--- config.mk ---
export PLATFORM = sky130hd
export DESIGN_NAME = hash_collector_flat
export DESIGN_NICKNAME = d
export VERILOG_FILES = /design/src/rtl/hash_collector_if.sv /design/src/rtl/hash_collector.sv /design/src/flat_wrapper.sv
export SDC_FILE = /design/constraint.sdc
export NUM_CORES = 1
export LEC_CHECK = 0
export CELL_PAD_IN_SITES_DETAIL_PLACEMENT = 0
export CELL_PAD_IN_SITES_GLOBAL_PLACEMENT = 1
export CORE_ASPECT_RATIO = 1.75
export CORE_UTILIZATION = 47
export CTS_CLUSTER_DIAMETER = 150
export DETAILED_ROUTE_END_ITERATION = 16
export PLACE_DENSITY = 0.71
export SLEW_MARGIN = 20
export SYNTH_ARGS = -nofsm -noshare
export SYNTH_HDL_FRONTEND = slang
export SYNTH_SLANG_ARGS = --single-unit
--- constraint.sdc ---
create_clock -name clk -period 2.3 [get_ports clk]
set_input_delay 0.345 -clock clk [delete_from_list [all_inputs] [get_ports clk]]
set_output_delay 0.345 -clock clk [all_outputs]
set_load 0.1 [all_outputs]
--- src/rtl/hash_collector_if.sv ---
// Port bundle between the blake2 byte-stream source and hash_collector.
// master drives the stream and read address; slave is the collector.
interface hash_collector_if #(
    parameter int CNT_W = 16
);
    logic             hash_v_i;
    logic [7:0]       hash_i;
    logic             clr_i;
    logic [5:0]       rd_addr_i;
    logic [7:0]       rd_data_o;
    logic             done_o;
    logic             err_o;
    logic [1:0]       err_code_o;
    logic [7:0]       sig_o;
    logic [CNT_W-1:0] frame_cnt_o;

    modport master (
        output hash_v_i, hash_i, clr_i, rd_addr_i,
        input  rd_data_o, done_o, err_o, err_code_o, sig_o, frame_cnt_o
    );

    modport slave (
        input  hash_v_i, hash_i, clr_i, rd_addr_i,
        output rd_data_o, done_o, err_o, err_code_o, sig_o, frame_cnt_o
    );
endinterface

--- src/rtl/hash_collector.sv ---
// Captures byte-serial hash frames into a local buffer, checks frame length,
// keeps a good-frame count and XOR signature, and offers registered read-back.
module hash_collector #(
    parameter int HASH_BYTES = 32,
    parameter int CNT_W      = 16
) (
    input  logic             clk,
    input  logic             rst_n,
    hash_collector_if.slave  bus
);
    typedef enum logic [1:0] {
        ST_IDLE    = 2'b00,
        ST_CAPTURE = 2'b01,
        ST_DONE    = 2'b10,
        ST_ERROR   = 2'b11
    } state_t;

    localparam int               BUF_DEPTH = 64;
    localparam logic [6:0]       LAST_IDX  = 7'(HASH_BYTES - 1);
    localparam logic [6:0]       NUM_BYTES = 7'(HASH_BYTES);
    localparam logic [CNT_W-1:0] CNT_ONE   = CNT_W'(1'b1);

    localparam logic [1:0] ERR_NONE  = 2'b00;
    localparam logic [1:0] ERR_SHORT = 2'b01;
    localparam logic [1:0] ERR_OVER  = 2'b10;
    localparam logic [1:0] ERR_MID   = 2'b11;

    state_t           state_r;
    logic             hash_v_q_r;
    logic             armed_r;
    logic [6:0]       cnt_r;
    logic [7:0]       acc_r;
    logic [7:0]       sig_r;
    logic [CNT_W-1:0] frame_cnt_r;
    logic             done_r;
    logic             err_r;
    logic [1:0]       err_code_r;
    logic [7:0]       rd_data_r;
    logic [7:0]       buf_r [0:BUF_DEPTH-1];

    logic             rise_s;
    logic             wr_en_s;
    logic [5:0]       wr_idx_s;

    // Rising-edge qualification and buffer write decode.
    // armed_r stays low until valid is seen low once, so a frame already in
    // flight at reset release never looks like a fresh start.
    always_comb begin
        rise_s   = bus.hash_v_i & ~hash_v_q_r & armed_r;
        wr_en_s  = 1'b0;
        wr_idx_s = 6'd0;
        if (bus.clr_i) begin
            wr_en_s = 1'b0;
        end else begin
            case (state_r)
                ST_IDLE, ST_DONE: begin
                    wr_en_s = rise_s;
                end
                ST_CAPTURE: begin
                    wr_en_s  = bus.hash_v_i;
                    wr_idx_s = cnt_r[5:0];
                end
                default: begin
                    wr_en_s = 1'b0;
                end
            endcase
        end
    end

    // Byte buffer: plain storage, deliberately without reset.
    always_ff @(posedge clk) begin
        if (wr_en_s) begin
            buf_r[wr_idx_s] <= bus.hash_i;
        end
    end

    // Registered read-back; out-of-frame addresses read as zero.
    always_ff @(posedge clk or negedge rst_n) begin
        if (!rst_n) begin
            rd_data_r <= 8'h00;
        end else if ({1'b0, bus.rd_addr_i} < NUM_BYTES) begin
            rd_data_r <= buf_r[bus.rd_addr_i];
        end else begin
            rd_data_r <= 8'h00;
        end
    end

    // Frame FSM with registered status outputs; clr_i overrides everything.
    always_ff @(posedge clk or negedge rst_n) begin
        if (!rst_n) begin
            state_r     <= ST_IDLE;
            hash_v_q_r  <= 1'b0;
            armed_r     <= 1'b0;
            cnt_r       <= 7'd0;
            acc_r       <= 8'h00;
            sig_r       <= 8'h00;
            frame_cnt_r <= '0;
            done_r      <= 1'b0;
            err_r       <= 1'b0;
            err_code_r  <= ERR_NONE;
        end else begin
            hash_v_q_r <= bus.hash_v_i;
            if (!bus.hash_v_i) begin
                armed_r <= 1'b1;
            end

            if (bus.clr_i) begin
                state_r    <= ST_IDLE;
                cnt_r      <= 7'd0;
                done_r     <= 1'b0;
                err_r      <= 1'b0;
                err_code_r <= ERR_NONE;
            end else if (rise_s && (state_r == ST_IDLE || state_r == ST_DONE)) begin
                acc_r <= bus.hash_i;
                cnt_r <= 7'd1;
                if (HASH_BYTES == 1) begin
                    state_r     <= ST_DONE;
                    sig_r       <= bus.hash_i;
                    frame_cnt_r <= frame_cnt_r + CNT_ONE;
                    done_r      <= 1'b1;
                end else begin
                    state_r <= ST_CAPTURE;
                    done_r  <= 1'b0;
                end
            end else begin
                case (state_r)
                    ST_IDLE: begin
                        if (bus.hash_v_i) begin
                            state_r    <= ST_ERROR;
                            err_r      <= 1'b1;
                            err_code_r <= ERR_MID;
                        end
                    end
                    ST_CAPTURE: begin
                        if (bus.hash_v_i) begin
                            acc_r <= acc_r ^ bus.hash_i;
                            cnt_r <= cnt_r + 7'd1;
                            if (cnt_r == LAST_IDX) begin
                                state_r     <= ST_DONE;
                                sig_r       <= acc_r ^ bus.hash_i;
                                frame_cnt_r <= frame_cnt_r + CNT_ONE;
                                done_r      <= 1'b1;
                            end
                        end else begin
                            state_r    <= ST_ERROR;
                            err_r      <= 1'b1;
                            err_code_r <= ERR_SHORT;
                        end
                    end
                    ST_DONE: begin
                        // Valid still high straight after the last byte is an overrun.
                        if (bus.hash_v_i && hash_v_q_r) begin
                            state_r    <= ST_ERROR;
                            done_r     <= 1'b0;
                            err_r      <= 1'b1;
                            err_code_r <= ERR_OVER;
                        end
                    end
                    ST_ERROR: begin
                        state_r <= ST_ERROR;
                    end
                    default: begin
                        state_r    <= ST_IDLE;
                        done_r     <= 1'b0;
                        err_r      <= 1'b0;
                        err_code_r <= ERR_NONE;
                    end
                endcase
            end
        end
    end

    assign bus.rd_data_o   = rd_data_r;
    assign bus.done_o      = done_r;
    assign bus.err_o       = err_r;
    assign bus.err_code_o  = err_code_r;
    assign bus.sig_o       = sig_r;
    assign bus.frame_cnt_o = frame_cnt_r;
endmodule

--- src/flat_wrapper.sv ---
// flat-port wrapper written by rule: the top's interface ports become plain ports
module hash_collector_flat 
#(
    parameter int HASH_BYTES = 32,
    parameter int CNT_W      = 16
)
  (clk, rst_n, bus_hash_v_i, bus_hash_i, bus_clr_i, bus_rd_addr_i, bus_rd_data_o, bus_done_o, bus_err_o, bus_err_code_o, bus_sig_o, bus_frame_cnt_o);
  hash_collector_if #(.CNT_W(CNT_W)) bus_i ();
  input  logic clk;
  input  logic rst_n;
  input wire logic [$bits(bus_i.hash_v_i)-1:0] bus_hash_v_i;
  input wire logic [$bits(bus_i.hash_i)-1:0] bus_hash_i;
  input wire logic [$bits(bus_i.clr_i)-1:0] bus_clr_i;
  input wire logic [$bits(bus_i.rd_addr_i)-1:0] bus_rd_addr_i;
  output wire logic [$bits(bus_i.rd_data_o)-1:0] bus_rd_data_o;
  output wire logic [$bits(bus_i.done_o)-1:0] bus_done_o;
  output wire logic [$bits(bus_i.err_o)-1:0] bus_err_o;
  output wire logic [$bits(bus_i.err_code_o)-1:0] bus_err_code_o;
  output wire logic [$bits(bus_i.sig_o)-1:0] bus_sig_o;
  output wire logic [$bits(bus_i.frame_cnt_o)-1:0] bus_frame_cnt_o;
  assign bus_i.hash_v_i = bus_hash_v_i;
  assign bus_i.hash_i = bus_hash_i;
  assign bus_i.clr_i = bus_clr_i;
  assign bus_i.rd_addr_i = bus_rd_addr_i;
  assign bus_rd_data_o = bus_i.rd_data_o;
  assign bus_done_o = bus_i.done_o;
  assign bus_err_o = bus_i.err_o;
  assign bus_err_code_o = bus_i.err_code_o;
  assign bus_sig_o = bus_i.sig_o;
  assign bus_frame_cnt_o = bus_i.frame_cnt_o;
  hash_collector #(.HASH_BYTES(HASH_BYTES), .CNT_W(CNT_W)) u_core (.clk(clk), .rst_n(rst_n), .bus(bus_i));
endmodule
# Yosys cells after proc, flatten, opt, wreduce, memory -nomap -nowiden
# Memory sizes are Yosys's and may differ from the RTL's.
# Index checks and enable logic that the tools add are counted.
dict set report op_classes {
  magnitude_cmp 1
  n_shift 0
  n_eq_ne 13
  add_sub_neg 2
  n_mux 38
  reduce_logical 17
  n_div 0
  n_bitwise 6
  n_mul 0
}
# operator count
set op_table {}
lappend op_table {{$mux W8} 4}
lappend op_table {{$mux W7} 4}
lappend op_table {{$mux W2} 10}
lappend op_table {{$add A16 B1 Y16 const B} 1}
lappend op_table {{$mux W1} 13}
lappend op_table {{$mux W6} 2}
lappend op_table {{$reduce_and A5 Y1} 2}
lappend op_table {{$ne A3 B3 Y1 const B} 3}
lappend op_table {{$ne A4 B4 Y1 const B} 2}
lappend op_table {{$pmux W2 S4} 1}
lappend op_table {{$reduce_bool A4 Y1} 2}
lappend op_table {{$xor A8 B8 Y8} 1}
lappend op_table {{$add A7 B1 Y7 const B} 1}
lappend op_table {{$eq A7 B5 Y1 const B} 1}
lappend op_table {{$lt A6 B6 Y1 const B} 1}
lappend op_table {{$pmux W2 S3} 1}
lappend op_table {{$reduce_and A3 Y1} 2}
lappend op_table {{$reduce_bool A3 Y1} 2}
lappend op_table {{$ne A5 B3 Y1 const B} 1}
lappend op_table {{$eq A2 B2 Y1 const B} 2}
lappend op_table {{$ne A4 B2 Y1 const B} 1}
lappend op_table {{$ne A4 B3 Y1 const B} 1}
lappend op_table {{$pmux W1 S2} 2}
lappend op_table {{$reduce_and A4 Y1} 1}
lappend op_table {{other kinds (11)} 16}
dict set report totals {
  latchBits 0
  input_bits 18
  output_inout_bits 36
  word_cells 89
  ff_bits 55
  mem_bits_rw 512
  mem_bits_ro 0
  memories 1
}
# name words word_bits read_ports rd_clocked_by_memory_dff write_ports line_no
set mem_list {}
lappend mem_list {u_core.buf_r 64 8 1 0 1 hash_collector.sv:39} ;# logic [7:0] buf_r [0:BUF_DEPTH-1];

# Longest topological paths before layout
dict set report depth {
  depth_word 7
  ltp_mapped 7
  ltp_nobuf 5
}

# Worst setup path after synthesis
# OpenSTA, ideal clock, no wires.
dict set report synth_path {
  path_kind {register to register}
  from {register u_core.frame_cnt_r[2] (netlist: u_core.bus.frame_cnt_o[2])}
  to {register u_core.frame_cnt_r[12] (netlist: u_core.bus.frame_cnt_o[12])}
  stages_incl_launch_ff 5
  t_arrival_ps 2170
  path_slack_ps -27
  synth_period_minus_slack_ps 2327
  path_buffers 0
  cell_sequence {dfrtp_1 -> and3_1 -> nand3_1 -> or4_4 -> xnor2_2}
}
dict set report synth_via {
  elab_chain_len 1
}
# element line_no
set synth_rtl {}
lappend synth_rtl {{start: declaration} hash_collector.sv:34} ;# logic [CNT_W-1:0] frame_cnt_r;
lappend synth_rtl {{start signal: assignment} hash_collector.sv:119} ;# frame_cnt_r <= frame_cnt_r + CNT_ONE;
lappend synth_rtl {{start signal: assignment} hash_collector.sv:141} ;# frame_cnt_r <= frame_cnt_r + CNT_ONE;
lappend synth_rtl {{$add A16 B1 Y16} hash_collector.sv:141}
# No other way between the ends.
# A chain may end at the register's enable or synchronous reset.

# Worst setup path in the final report
dict set report layout_path {
  from {register u_core.state_r[0]}
  to {memory u_core.buf_r[18][3] (enable)}
}
dict set report layout_via {
  elab_chain_len 6
  word_cells_on_any_way 10
}
# element line_no
set layout_rtl {}
lappend layout_rtl {{start: declaration} hash_collector.sv:28} ;# state_t state_r;
lappend layout_rtl {{start signal: assignment} hash_collector.sv:91} ;# state_r <= ST_IDLE;
lappend layout_rtl {{start signal: assignment} hash_collector.sv:108} ;# state_r <= ST_IDLE;
lappend layout_rtl {{start signal: assignment} hash_collector.sv:117} ;# state_r <= ST_DONE;
lappend layout_rtl {{$eq A2 B2 Y1 / $logic_not A2 Y1 (equally long branches)} hash_collector.sv:55} ;# case (state_r)
lappend layout_rtl {{$reduce_or A2 Y1} hash_collector.sv:55}
lappend layout_rtl {{$pmux W1 S2} hash_collector.sv:55}
lappend layout_rtl {{$mux W1} hash_collector.sv:52} ;# if (bus.clr_i) begin
lappend layout_rtl {{$mux W1} hash_collector.sv:72} ;# if (wr_en_s) begin
lappend layout_rtl {{$mux W1 (implied by the code)} hash_collector.sv:73} ;# buf_r[wr_idx_s] <= bus.hash_i;
lappend layout_rtl {{end: declaration} hash_collector.sv:39}
# Several ways; a longest one is shown, not always the timed one.

==> impl_metrics.py <==
metrics = {
    "synthesis": {
        "syn_avg_cell_area_sq_um": 18.0,
        "synthArstFlopShare": 0.177,
        "ys.flop_type": "edfxtp_1",
        "syn_area_sq_um": 12600,
        "ys_warn_count": 0,
        "synth_nets": 721,
        "syn_inst": 701,
        "yosys.area.top_type": "edfxtp_1",
        "yosys_register_bits": 311,
        "synth_edf_count": 256,
        "ys_seq_area_frac": 0.719,
        "ys_types": 55,
        "netlist.area_leader.share": 0.609,
        "synthTopCellsByArea": "edfxtp_1 61%, dfrtp_1 11%, mux4_2 11%",
    },
    "place": {
        "post-place-cells": 1124,
        "place_congestion": 0.849,
        "hpwl_um": 19200,
        "dpl_cell_area_sq_um": 13900,
        "port_buffers": 53,
    },
    "finish": {
        "drive_gt1_frac": 0.280,
        "syn_to_final_growth_pct": 17.3,
        "finalInstanceArea_sq_um": 14800,
        "finalNetCount": 850,
        "fillers": 2073,
        "antenna_cells": 0,
        "stdcell_count": 1175,
        "mostFrequentLayoutCell": "edfxtp_1",
        "layout_common_cells": "256 x edfxtp_1, 114 x buf_4, 60 x mux4_2",
    },
    "sta": {
        "setup_viol": 0,
        "slew_viol_final": 0,
        "timing.setup.tns_ns": 0,
        "fin_worst_skew_ns": 0.0233,
        "worst_pin_slew_ns": 0.700,
        "hold_violations": 0,
        "relSlewSlack": 0.531,
        "min_period_over_period": 0.927,
        "period_minus_slack_ns": 2.13,
        "rsz0062_at_grt": "false",
        "clock.fmax_mhz": 469,
    },
    "setup_path": {
        "start_kind": "flop",
        "crit_required_ns": 2.55,
        "endpoint_kind": "flop",
        "cp_max_fo": 8,
        "crit_arrival_ns": 2.39,
        "path_class": "reg -> reg",
    },
    "power_and_ir_drop": {
        "pwr-share-seq": 0.532,
        "total_leakage_power_nw": 5.30,
        "ir_worst_vdd_v": 0.000530,
        "power.switching_w": 0.00254,
        "intPower_w": 0.00913,
        "power_density_nw_per_um2": 788,
        "p_sw_frac": 0.218,
        "p_comb_frac": 0.075,
        "clkPwrFrac": 0.393,
    },
    "routing": {
        "drcViolationCount": 0,
        "num_vias": 6633,
        "routed_via_density": 5.65,
        "drt_iter0_markers": 530,
        "wl_per_cell_um": 23.2,
        "drt_first_pass_iters": 5,
        "wl_um": 27300,
        "drtAntennaViolNets": 0,
    },
    "clock_network": {
        "clkTransAtPathRegs_ns": 0.07,
        "root_buffer": "clkbuf_16",
        "cts_buffers": 27,
        "cts_tree": "yes",
        "cts.sinks": 311,
        "clk_path_buf_depth": 3,
        "clk_latency_ns": 0.55,
        "htree_levels": 1,
    },
    "global_routing": {
        "grt.busiest_layer": "met2",
        "met2_usage": 0.403,
        "grt_usage": 0.208,
        "first_global_vias": 7282,
        "grt_overflow": 0,
        "antenna_found_initial": 0,
        "grt_pass1_wl_um": 42200,
        "gr-usage-met3": 0.0264,
        "grt_use_met1": 0.223,
        "grt_start_max_net_pins": 48,
    },
    "die": {
        "fp.dieW_um": 126,
        "die_h_um": 219,
        "boundaryPins": 54,
        "design.core.area_sq_um": 26500,
        "row_count": 79,
        "start_util": 0.476,
        "floorplan.die_area_sq_um": 27500,
    },
    "job": {
        "cap_violations": 0,
    },
    "worst_hold_path": {
        "hold_path.class": "in -> async",
    },
    "run_status": {
        "outcome": "finished, final reports clean",
    },
}
cells in the mapped netlist, types with 7 or more instances:
cell / n
nand3_1: 15
clkbuf_1: 8
edfxtp_1: 256
a22o_1: 8
nor2_1: 41
a22oi_1: 8
nand2_1: 37
and3_1: 9
mux2i_1: 20
nor3_1: 7
nor2b_1: 17
buf_2: 14
nand4_1: 7
o21ai_0: 18
xor2_1: 9
mux4_2: 60
a21oi_1: 10
xnor2_1: 16
dfrtp_1: 55
path summary, 6_finish.rpt:
check	end	slack, ns	startpoint	depth (start not counted)
max	u_core.buf_r[18][3]$_DFFE_PP_	0.17	u_core.state_r[0]$_DFFE_PN0P_	5
min	u_core.cnt_r[6]$_DFFE_PN0P_	0.32	rst_n	2
max reg2reg	u_core.buf_r[18][3]$_DFFE_PP_	0.17	u_core.state_r[0]$_DFFE_PN0P_	5
min reg2reg	u_core.bus.frame_cnt_o[15]$_DFFE_PN0P_	0.48	u_core.bus.frame_cnt_o[15]$_DFFE_PN0P_	1
max in group asynchronous	u_core.bus.rd_data_o[0]$_DFF_PN0_	1.29	rst_n	3
min in group clk	u_core.bus.frame_cnt_o[15]$_DFFE_PN0P_	0.48	u_core.bus.frame_cnt_o[15]$_DFFE_PN0P_	1
critical path, stage by stage, from the launching register on:
cell and delay, ns:
dfrtp_1 0.43, buf_4 0.17, or3b_2 0.49, or3_1 0.42, nor2_1 0.13, buf_4 0.19
power by group through the flow:
| stage | Clock (W) | Combinational [W] | Sequential (W) |
|---|---|---|---|
| final | 0.00458 | 0.000872 | 0.00621 |
| after global routing | 0.00488 | 0.000936 | 0.00622 |
| after CTS | 0.00467 | 0.000884 | 0.00621 |
| after detailed placement | 0 | 0.000877 | 0.00633 |
| after global placement | 0 | 0.000859 | 0.00632 |
| after floorplan | 0 | 0.000411 | 0.00646 |
cell type report:
class	instances	area [sq um]	share of cell area
Clock inverter	17	196	0.0133
Timing Repair Buffer	135	1100	0.0741
Sequential cell	311	9060	0.613
Clock buffer	33	698	0.0472
Tap cell	324	405	0.0274
Multi-Input combinational cell	349	3310	0.224
Inverter	6	22.5	0.00152
sequential cells by signal (all words and copies together) (netlist names), 2 cells and up:
signal	cells
u_core.buf_r	256
u_core.bus.frame_cnt_o	16
u_core.acc_r	8
u_core.bus.rd_data_o	8
u_core.bus.sig_o	8
u_core.cnt_r	7
u_core.bus.err_code_o	2
u_core.state_r	2
cell families after synthesis:
logic type	Yosys count	synth area share
AO/OA/AOI/OAI	69	0.0368
XOR/XNOR	27	0.0199
adder cells (fa/ha/maj)	2	0.00198
buffers and inverters	41	0.0193
flip-flops	311	0.719
multiplexers	90	0.137
AND/OR/NAND/NOR	161	0.0667
routing by layer:
| layer | wire [um] | share of wire |
|---|---|---|
| met4 | 1060 | 0.039 |
| met5 | 0 | 0 |
| met3 | 993 | 0.036 |
| met2 | 15600 | 0.57 |
| met1 | 9680 | 0.35 |
timing repair:
| item | CTS | global route |
|---|---|---|
| endpoints found under the setup margin | 11 | 8 |
| hold buffers | 1 | 0 |
| resized for setup | 2 | 1 |
| setup buffers | 0 | 0 |
| hold endpoints to repair | 23 | 0 |
| pin swaps | 0 | 0 |
| cloned | 0 | 0 |
stage by stage:
step	utilization	hold WS (ns)	setup WS [ns]	power [W]
3_3_place_gp	0.524	0.367	-0.107	0.00718
5_1_grt	0.559	0.361	0.0248	0.0120
3_5_place_dp	0.524	0.375	-0.211	0.00721
4_1_cts	0.558	0.322	0.0522	0.0118
6_report	0.559	0.323	0.169	0.0117
2_1_floorplan	-	0.0494	0.00273	0.00687
Power figures use the tool's default switching activity.
